File: src/rtl/mips_pkg.sv
// mips_pkg: opcode/funct constants, FSM states and ALU ops shared by the multicycle core.
package mips_pkg;
  localparam logic [5:0] OP_R   = 6'h00;
  localparam logic [5:0] OP_ORI = 6'h0D;
  localparam logic [5:0] OP_LUI = 6'h0F;
  localparam logic [5:0] OP_LW  = 6'h23;
  localparam logic [5:0] OP_SW  = 6'h2B;
  localparam logic [5:0] OP_BEQ = 6'h04;
  localparam logic [5:0] OP_J   = 6'h02;
  localparam logic [5:0] OP_JAL = 6'h03;
  localparam logic [5:0] F_ADDU = 6'h21;
  localparam logic [5:0] F_SUBU = 6'h23;
  localparam logic [5:0] F_JR   = 6'h08;
  localparam logic [5:0] F_SLT  = 6'h2A;
  localparam logic [5:0] F_SLTU = 6'h2B;
  typedef enum logic [2:0] {S_FETCH, S_DECODE, S_EXEC, S_MEM, S_WB} state_t;
  typedef enum logic [2:0] {ALU_ADD, ALU_SUB, ALU_OR, ALU_LUI, ALU_SLT, ALU_SLTU} alu_op_t;
  function automatic logic [31:0] sext16(input logic [15:0] v);
    return {{16{v[15]}}, v};
  endfunction
endpackage

File: src/rtl/mc_grf.sv
// mc_grf: register file, two async read ports, one sync write port, $0 reads as zero.
module mc_grf #(
  parameter int NREG_W = 5
) (
  input  logic              clk,
  input  logic              reset,
  input  logic [NREG_W-1:0] ra1,
  input  logic [NREG_W-1:0] ra2,
  input  logic              we,
  input  logic [NREG_W-1:0] wa,
  input  logic [31:0]       wd,
  output logic [31:0]       rd1,
  output logic [31:0]       rd2
);
  logic [31:0] regs [2**NREG_W];
  always_ff @(posedge clk or negedge reset)
    if (!reset) for (int i = 0; i < 2**NREG_W; i++) regs[i] <= '0;
    else if (we && wa != '0) regs[wa] <= wd;
  assign rd1 = ra1 == '0 ? '0 : regs[ra1];
  assign rd2 = ra2 == '0 ? '0 : regs[ra2];
endmodule

File: src/rtl/mips_multicycle.sv
// mips_multicycle: multi-cycle MIPS core (FETCH/DECODE/EXEC/MEM/WB) with req/ready instruction and data ports.
module mips_multicycle
  import mips_pkg::*;
#(
  parameter logic [31:0] RESET_PC = 32'h0000_3000,
  parameter int          NREG_W   = 5,
  parameter bit          EN_SLT   = 1'b0
) (
  input  logic        clk,
  input  logic        reset,
  output logic        imem_req,
  output logic [31:0] imem_addr,
  input  logic        imem_ready,
  input  logic [31:0] imem_rdata,
  output logic        dmem_req,
  output logic        dmem_we,
  output logic [31:0] dmem_addr,
  output logic [31:0] dmem_wdata,
  input  logic        dmem_ready,
  input  logic [31:0] dmem_rdata,
  output logic        wb_en,
  output logic [31:0] wb_pc,
  output logic [4:0]  wb_addr,
  output logic [31:0] wb_data,
  output logic        illegal
);
  localparam logic [4:0] RA = 5'd31;
  state_t state;
  alu_op_t alu_op;
  logic [31:0] pc, ir, a, b, alu_out, mdr;
  logic [31:0] rd1, rd2, pc4, imm_s, imm_z, alu_b, alu_y, wd;
  logic [5:0] op, funct;
  logic [NREG_W-1:0] rs_t, rt_t, rd_t, ra_t, dst, wa;
  logic is_r, is_slt, r_alu, is_jr, is_mem, legal, jal_wr;
  assign op    = ir[31:26];
  assign funct = ir[5:0];
  assign rs_t  = ir[21 +: NREG_W];
  assign rt_t  = ir[16 +: NREG_W];
  assign rd_t  = ir[11 +: NREG_W];
  assign ra_t  = RA[NREG_W-1:0];
  assign pc4   = pc + 32'd4;
  assign imm_s = sext16(ir[15:0]);
  assign imm_z = {16'h0, ir[15:0]};
  assign is_r   = op == OP_R;
  assign is_slt = EN_SLT && is_r && (funct == F_SLT || funct == F_SLTU);
  // The all-zero word (sll $0,$0,0) is accepted as a harmless R-type write to $0.
  assign r_alu  = is_r && (funct == F_ADDU || funct == F_SUBU || is_slt || ir == '0);
  assign is_jr  = is_r && funct == F_JR;
  assign is_mem = op == OP_LW || op == OP_SW;
  assign legal  = r_alu || is_jr || op inside {OP_ORI, OP_LUI, OP_LW, OP_SW, OP_BEQ, OP_J, OP_JAL};
  assign alu_op = is_r ? (funct == F_SUBU ? ALU_SUB : funct == F_SLT ? ALU_SLT :
                          funct == F_SLTU ? ALU_SLTU : ALU_ADD) :
                  op == OP_ORI ? ALU_OR : op == OP_LUI ? ALU_LUI : ALU_ADD;
  assign alu_b  = is_r ? b : op == OP_ORI ? imm_z : imm_s;
  assign alu_y  = alu_op == ALU_SUB  ? a - alu_b :
                  alu_op == ALU_OR   ? a | alu_b :
                  alu_op == ALU_LUI  ? {ir[15:0], 16'h0} :
                  alu_op == ALU_SLT  ? {31'h0, $signed(a) < $signed(alu_b)} :
                  alu_op == ALU_SLTU ? {31'h0, a < alu_b} : a + alu_b;
  assign dst    = is_r ? rd_t : rt_t;
  assign jal_wr = state == S_DECODE && op == OP_JAL;
  assign wa     = jal_wr ? ra_t : dst;
  assign wd     = jal_wr ? pc4 : op == OP_LW ? mdr : alu_out;
  assign wb_en  = (jal_wr || state == S_WB) && wa != '0;
  mc_grf #(.NREG_W(NREG_W)) u_grf (
    .clk(clk), .reset(reset), .ra1(rs_t), .ra2(rt_t),
    .we(wb_en), .wa(wa), .wd(wd), .rd1(rd1), .rd2(rd2)
  );
  always_ff @(posedge clk or negedge reset)
    if (!reset) begin
      state   <= S_FETCH;
      pc      <= RESET_PC;
      ir      <= '0;
      a       <= '0;
      b       <= '0;
      alu_out <= '0;
      mdr     <= '0;
    end else begin
      case (state)
        S_FETCH: if (imem_ready) begin
          ir    <= imem_rdata;
          state <= S_DECODE;
        end
        S_DECODE: begin
          a <= rd1;
          b <= rd2;
          if (op == OP_J || op == OP_JAL) begin
            pc    <= {pc4[31:28], ir[25:0], 2'b00};
            state <= S_FETCH;
          end else state <= S_EXEC;
        end
        S_EXEC: begin
          alu_out <= alu_y;
          if (!legal || is_jr || op == OP_BEQ) begin
            pc    <= !legal ? pc4 : is_jr ? a : a == b ? pc4 + {imm_s[29:0], 2'b00} : pc4;
            state <= S_FETCH;
          end else state <= is_mem ? S_MEM : S_WB;
        end
        S_MEM: if (dmem_ready) begin
          mdr   <= dmem_rdata;
          pc    <= op == OP_SW ? pc4 : pc;
          state <= op == OP_SW ? S_FETCH : S_WB;
        end
        S_WB: begin
          pc    <= pc4;
          state <= S_FETCH;
        end
        default: state <= S_FETCH;
      endcase
    end
  // Requests decode straight from the state so an asynchronous reset drops them at once.
  assign imem_req   = reset && state == S_FETCH;
  assign imem_addr  = pc;
  assign dmem_req   = state == S_MEM;
  assign dmem_we    = dmem_req && op == OP_SW;
  assign dmem_addr  = dmem_req ? {alu_out[31:2], 2'b00} : '0;
  assign dmem_wdata = dmem_req ? b : '0;
  assign wb_pc      = wb_en ? pc : '0;
  assign wb_addr    = wb_en ? 5'(wa) : '0;
  assign wb_data    = wb_en ? wd : '0;
  assign illegal    = state == S_EXEC && !legal;
endmodule

File: config.mk
export PLATFORM = sky130hd
export DESIGN_NAME = mips_multicycle
export DESIGN_NICKNAME = d
export VERILOG_FILES = /design/src/rtl/mips_pkg.sv /design/src/rtl/mc_grf.sv /design/src/rtl/mips_multicycle.sv
export SDC_FILE = /design/constraint.sdc
export NUM_CORES = 2
export LEC_CHECK = 0
export ABC_CLOCK_PERIOD_IN_PS = 5250
export BUFFER_PORTS_ARGS = -buffer_cell sky130_fd_sc_hd__clkbuf_2
export CORE_MARGIN = 2
export CORE_UTILIZATION = 55
export DETAILED_ROUTE_END_ITERATION = 8
export PLACE_DENSITY_LB_ADDON = 0.2
export REMOVE_ABC_BUFFERS = 1
export SLEW_MARGIN = 20
export SYNTH_ARGS = -nofsm -noshare
export SYNTH_HDL_FRONTEND = slang
export SYNTH_HIERARCHICAL = 1
export SYNTH_SLANG_ARGS = --single-unit
export TNS_END_PERCENT = 1
File: constraint.sdc
create_clock -name clk -period 5.25 [get_ports clk]
set_clock_uncertainty 0.05 [all_clocks]
set_input_delay 0.525 -clock clk [delete_from_list [all_inputs] [get_ports clk]]
set_output_delay 0.525 -clock clk [all_outputs]
set_load 0.005 [all_outputs]
==> flow_summary.json <==
{
  "timing_max_transition_violations_final": 0,
  "cp_slowest_stage_delay_ns": 0.81,
  "timing.reg2reg.worst_path_depth": 16,
  "design_power_total_mw": 48.1,
  "detailedRoute.firstIterationViolations": 7057,
  "setup-violations-final": 0,
  "number_of_enable_type_register_cells_in_the_synthesized_netlist": 0,
  "floorplan.die.height_um": 365,
  "antenna_found_initial": 14,
  "finalNetCount": 6067,
  "critical_path.top_delay_family": "simple AND/OR/NAND/NOR gates",
  "critical_path_required_ns": 5.90,
  "routed_wire_length_per_instance_um": 35.6,
  "htree_num_levels": 4,
  "syn_to_final_growth_pct": 12.5,
  "dp_hpwl_um": 180000,
  "max-clock-path-buffers": 3,
  "final_min_period_over_clock_period_pct": 96.7,
  "cp_data_arrival_time_ns": 5.73,
  "origin_of_the_critical_flop_to_flop_path": "imem_addr[5]$_DFFE_PN0P_",
  "cts_sinks": 1219,
  "post_detailed_route_count_of_antenna_violating_nets": 0,
  "finalWeightedCongestion": 1.05,
  "synth.cell_area_sq_mm": 0.0717,
  "synth_top_area_cell": "sky130_fd_sc_hd__dfrtp_1",
  "clk_pin_slew_ns": 0.07,
  "hold_start": "dmem_ready",
  "worst_hold_path_type": "primary input to flip-flop",
  "maxCapViolCount": 0,
  "critPathKind": "flip-flop to flip-flop",
  "mostFrequentLayoutCell": "sky130_fd_sc_hd__dfrtp_1",
  "detailedRoute.firstPassIterationCount": 9,
  "cts_tree": "built",
  "layout-drive-gt1-share_pct": 39.6,
  "hold_violations": 0,
  "synth_flop_cell": "sky130_fd_sc_hd__dfrtp_1",
  "cell_with_the_largest_stage_delay_on_the_worst_path": "sky130_fd_sc_hd__xnor2_1",
  "rsz_0062_raised_after_global_routing": "false",
  "drt-total-wl_um": 275000,
  "worst-path-buf-inv": 0,
  "synthDominantCellAreaShare_pct": 42.5,
  "status": "finished, final reports clean",
  "synth.avg_cell_area_sq_um": 12.5,
  "yosys_warnings": 6,
  "post_synth_inst_count": 5739,
  "timing.critical_path.from_type": "flip-flop",
  "synth.yosys.seq_area_share_pct": 42.6,
  "design.die.area_sq_mm": 0.133,
  "leakagePower_nw": 37.9,
  "critical_path_peak_fanout": 8,
  "max_slew.worst_pin.slew_ns": 1.19,
  "rows": 132,
  "critical_path.endpoint_type": "flip-flop",
  "timing.slew.headroom_pct": 20.4,
  "drt_drc_violations_left": 0,
  "vdd.ir_drop.worst_mv": 0.493,
  "r2r_setup_slack_ns": 0.17,
  "ioPinCount": 238,
  "layout_common_cells": "1207 x sky130_fd_sc_hd__dfrtp_1, 1144 x sky130_fd_sc_hd__mux2_2, 404 x sky130_fd_sc_hd__mux4_2",
  "timing.critical_path.depth": 16,
  "power_per_cell_area_mw_per_mm2": 596,
  "finalCoreUtilization_pct": 62.3,
  "globalRoute.totalOverflow": 0,
  "initial_core_util_pct": 55.4,
  "netlist-cell-type-count": 91,
  "grtUsageTotal_pct": 41.1,
  "clkLatencyLatePin_ns": 0.80,
  "min_period_ns": 5.08,
  "hold-worst-slack_ns": 0.119,
  "pin_count_of_the_biggest_net_entering_global_routing": 167,
  "timing.rr.end": "imem_addr[28]$_DFFE_PN0P_",
  "cts.repair_timing.setup_buffer_count": 0,
  "grt_pass1_wl_um": 391000,
  "viasPerCell": 7.11,
  "port_buffers": 235,
  "clock_tree.root_cell": "sky130_fd_sc_hd__clkbuf_16",
  "cts-buffers-inserted": 138,
  "crit_path_start": "imem_addr[5]$_DFFE_PN0P_",
  "placeableCoreArea_sq_mm": 0.129,
  "asyncSetResetFlopFracSynth_pct": 100,
  "chipWidth_um": 365,
  "totalNegativeSetupSlack_ns": 0,
  "timing.fmax_mhz": 197,
  "via_count": 54900,
  "grt_pass1_vias": 54100,
  "postSynthRegisterBits": 1219,
  "cp_cell_sequence": "and4_1 > and2_1 > and3_1 > nand3_1 > xnor2_1 > ha_1 > and3_1 > a21oi_1 > nand4b_1 > a21o_1 > and2_1 > a41oi_1 > o21ai_0 > a31oi_1 > mux2_2 > nor2_1",
  "crit_path_end": "imem_addr[28]$_DFFE_PN0P_",
  "synth_top_cells_by_area": "sky130_fd_sc_hd__dfrtp_1 42%, sky130_fd_sc_hd__mux2_2 18%, sky130_fd_sc_hd__mux4_2 13%"
}
==> flip-flops by register name, indices dropped and copies added, names as in the netlist <==
name and cells:
ir 32, imem_addr 32, b 32, state 3, alu_out 32, u_grf/regs 1024, a 32, mdr 32
==> synthesized netlist by cell type (11+ instances only) <==
| master | count |
|---|---|
| sky130_fd_sc_hd__a2111oi_0 | 19 |
| sky130_fd_sc_hd__a211oi_1 | 73 |
| sky130_fd_sc_hd__a21o_1 | 37 |
| sky130_fd_sc_hd__a21oi_1 | 152 |
| sky130_fd_sc_hd__a221o_1 | 11 |
| sky130_fd_sc_hd__a221oi_1 | 24 |
| sky130_fd_sc_hd__a22o_1 | 58 |
| sky130_fd_sc_hd__a22oi_1 | 78 |
| sky130_fd_sc_hd__a31oi_1 | 24 |
| sky130_fd_sc_hd__and2_1 | 94 |
| sky130_fd_sc_hd__and3_1 | 86 |
| sky130_fd_sc_hd__buf_1 | 64 |
| sky130_fd_sc_hd__buf_2 | 84 |
| sky130_fd_sc_hd__buf_4 | 47 |
| sky130_fd_sc_hd__buf_6 | 24 |
| sky130_fd_sc_hd__clkbuf_1 | 333 |
| sky130_fd_sc_hd__dfrtp_1 | 1217 |
| sky130_fd_sc_hd__ha_1 | 129 |
| sky130_fd_sc_hd__inv_1 | 106 |
| sky130_fd_sc_hd__mux2_2 | 1144 |
| sky130_fd_sc_hd__mux2i_1 | 288 |
| sky130_fd_sc_hd__mux4_2 | 404 |
| sky130_fd_sc_hd__nand2_1 | 225 |
| sky130_fd_sc_hd__nand2b_1 | 26 |
| sky130_fd_sc_hd__nand3_1 | 38 |
| sky130_fd_sc_hd__nand4_1 | 19 |
| sky130_fd_sc_hd__nor2_1 | 148 |
| sky130_fd_sc_hd__nor2b_1 | 64 |
| sky130_fd_sc_hd__nor3_1 | 73 |
| sky130_fd_sc_hd__nor4_1 | 39 |
| sky130_fd_sc_hd__o211ai_1 | 12 |
| sky130_fd_sc_hd__o21a_1 | 23 |
| sky130_fd_sc_hd__o21ai_0 | 186 |
| sky130_fd_sc_hd__o21bai_1 | 20 |
| sky130_fd_sc_hd__o221ai_1 | 33 |
| sky130_fd_sc_hd__o22ai_1 | 57 |
| sky130_fd_sc_hd__o31ai_1 | 17 |
| sky130_fd_sc_hd__o32ai_1 | 19 |
| sky130_fd_sc_hd__xnor2_1 | 59 |
| sky130_fd_sc_hd__xor2_1 | 63 |
==> worst min path at each step <==
stage | to | slack (ns) | depth (start not counted)
2_1_floorplan | a[0]$_DFFE_PN0N_ | 0.18 | 0
5_1_grt | state[1]$_DFFE_PN0P_ | 0.12 | 3
4_1_cts | state[1]$_DFFE_PN0P_ | 0.05 | 3
3_3_place_gp | u_grf/regs[1018]$_DFFE_PN0P_ | 0.33 | 0
6_report | state[1]$_DFFE_PN0P_ | 0.12 | 3
3_5_place_dp | u_grf/regs[1015]$_DFFE_PN0P_ | 0.33 | 0
==> metal layers <==
layer  up-vias  part of all wire [%]  track usage, %
met3       820                    12            12.4
li1      21900                     -               -
met2      3557                    43            59.2
met5         -                 0.023               0
met4        10                   5.8            20.8
met1     28600                    39            56.6
==> power by group <==
part,total [mW],switching (mW),internal (mW)
Clock,10.3,4.12,6.17
Combinational,23.1,14.0,9.09
Sequential,14.6,3.06,11.6
==> final cells by class <==
| type | count | area, sq um |
|---|---|---|
| diodes | 9 | 22.5 |
| clock buffers | 193 | 3930 |
| clock inverters | 53 | 810 |
| fillers | 10200 | 48800 |
| inverters | 108 | 407 |
| multi-input cells | 3858 | 38600 |
| flip-flops and latches | 1219 | 30500 |
| well taps | 1742 | 2180 |
| repair buffers | 542 | 4120 |
==> worst min-delay path: cells and delay by family <==
family	cells	cell delay, ns
buffers and inverters	1	0.16
AND/OR/NAND/NOR	1	0.13
AO/OA/AOI/OAI	1	0.12
==> cells by family (layout without fill, tap and decap cells) <==
group                      count (synthesis)  after routing  share of synthesized area (%)
other                                      1             11                        0.00523
muxes                                   1842           1842                           34.8
buffers and inverters                    663            896                           4.14
adders and majority gates                132            132                           2.34
AOI/OAI and AO/OA                        899            899                           8.56
and+or+nand+nor                          861            861                           6.13
DFF                                     1219           1219                           42.6
xor gates and xnor gates                 122            122                           1.49
==> stage by stage <==
step / instance area (sq um) / instances / setup slack (ns)
after global routing: 80600 / 7715 / 0.0417
final: 80600 / 7724 / 0.174
after global placement: 75200 / 7403 / 0.266
after CTS: 80600 / 7715 / 0.202
after detailed placement: 75200 / 7403 / 0.256
after floorplan: 69100 / 5185 / -7.94
==> repair_timing <==
item | CTS | global route
hold buffers | 66 | 0
setup endpoints to repair | 0 | 8
gates resized for setup | 0 | 6
hold endpoints to repair | 165 | 0
Power figures use the tool's default switching activity.
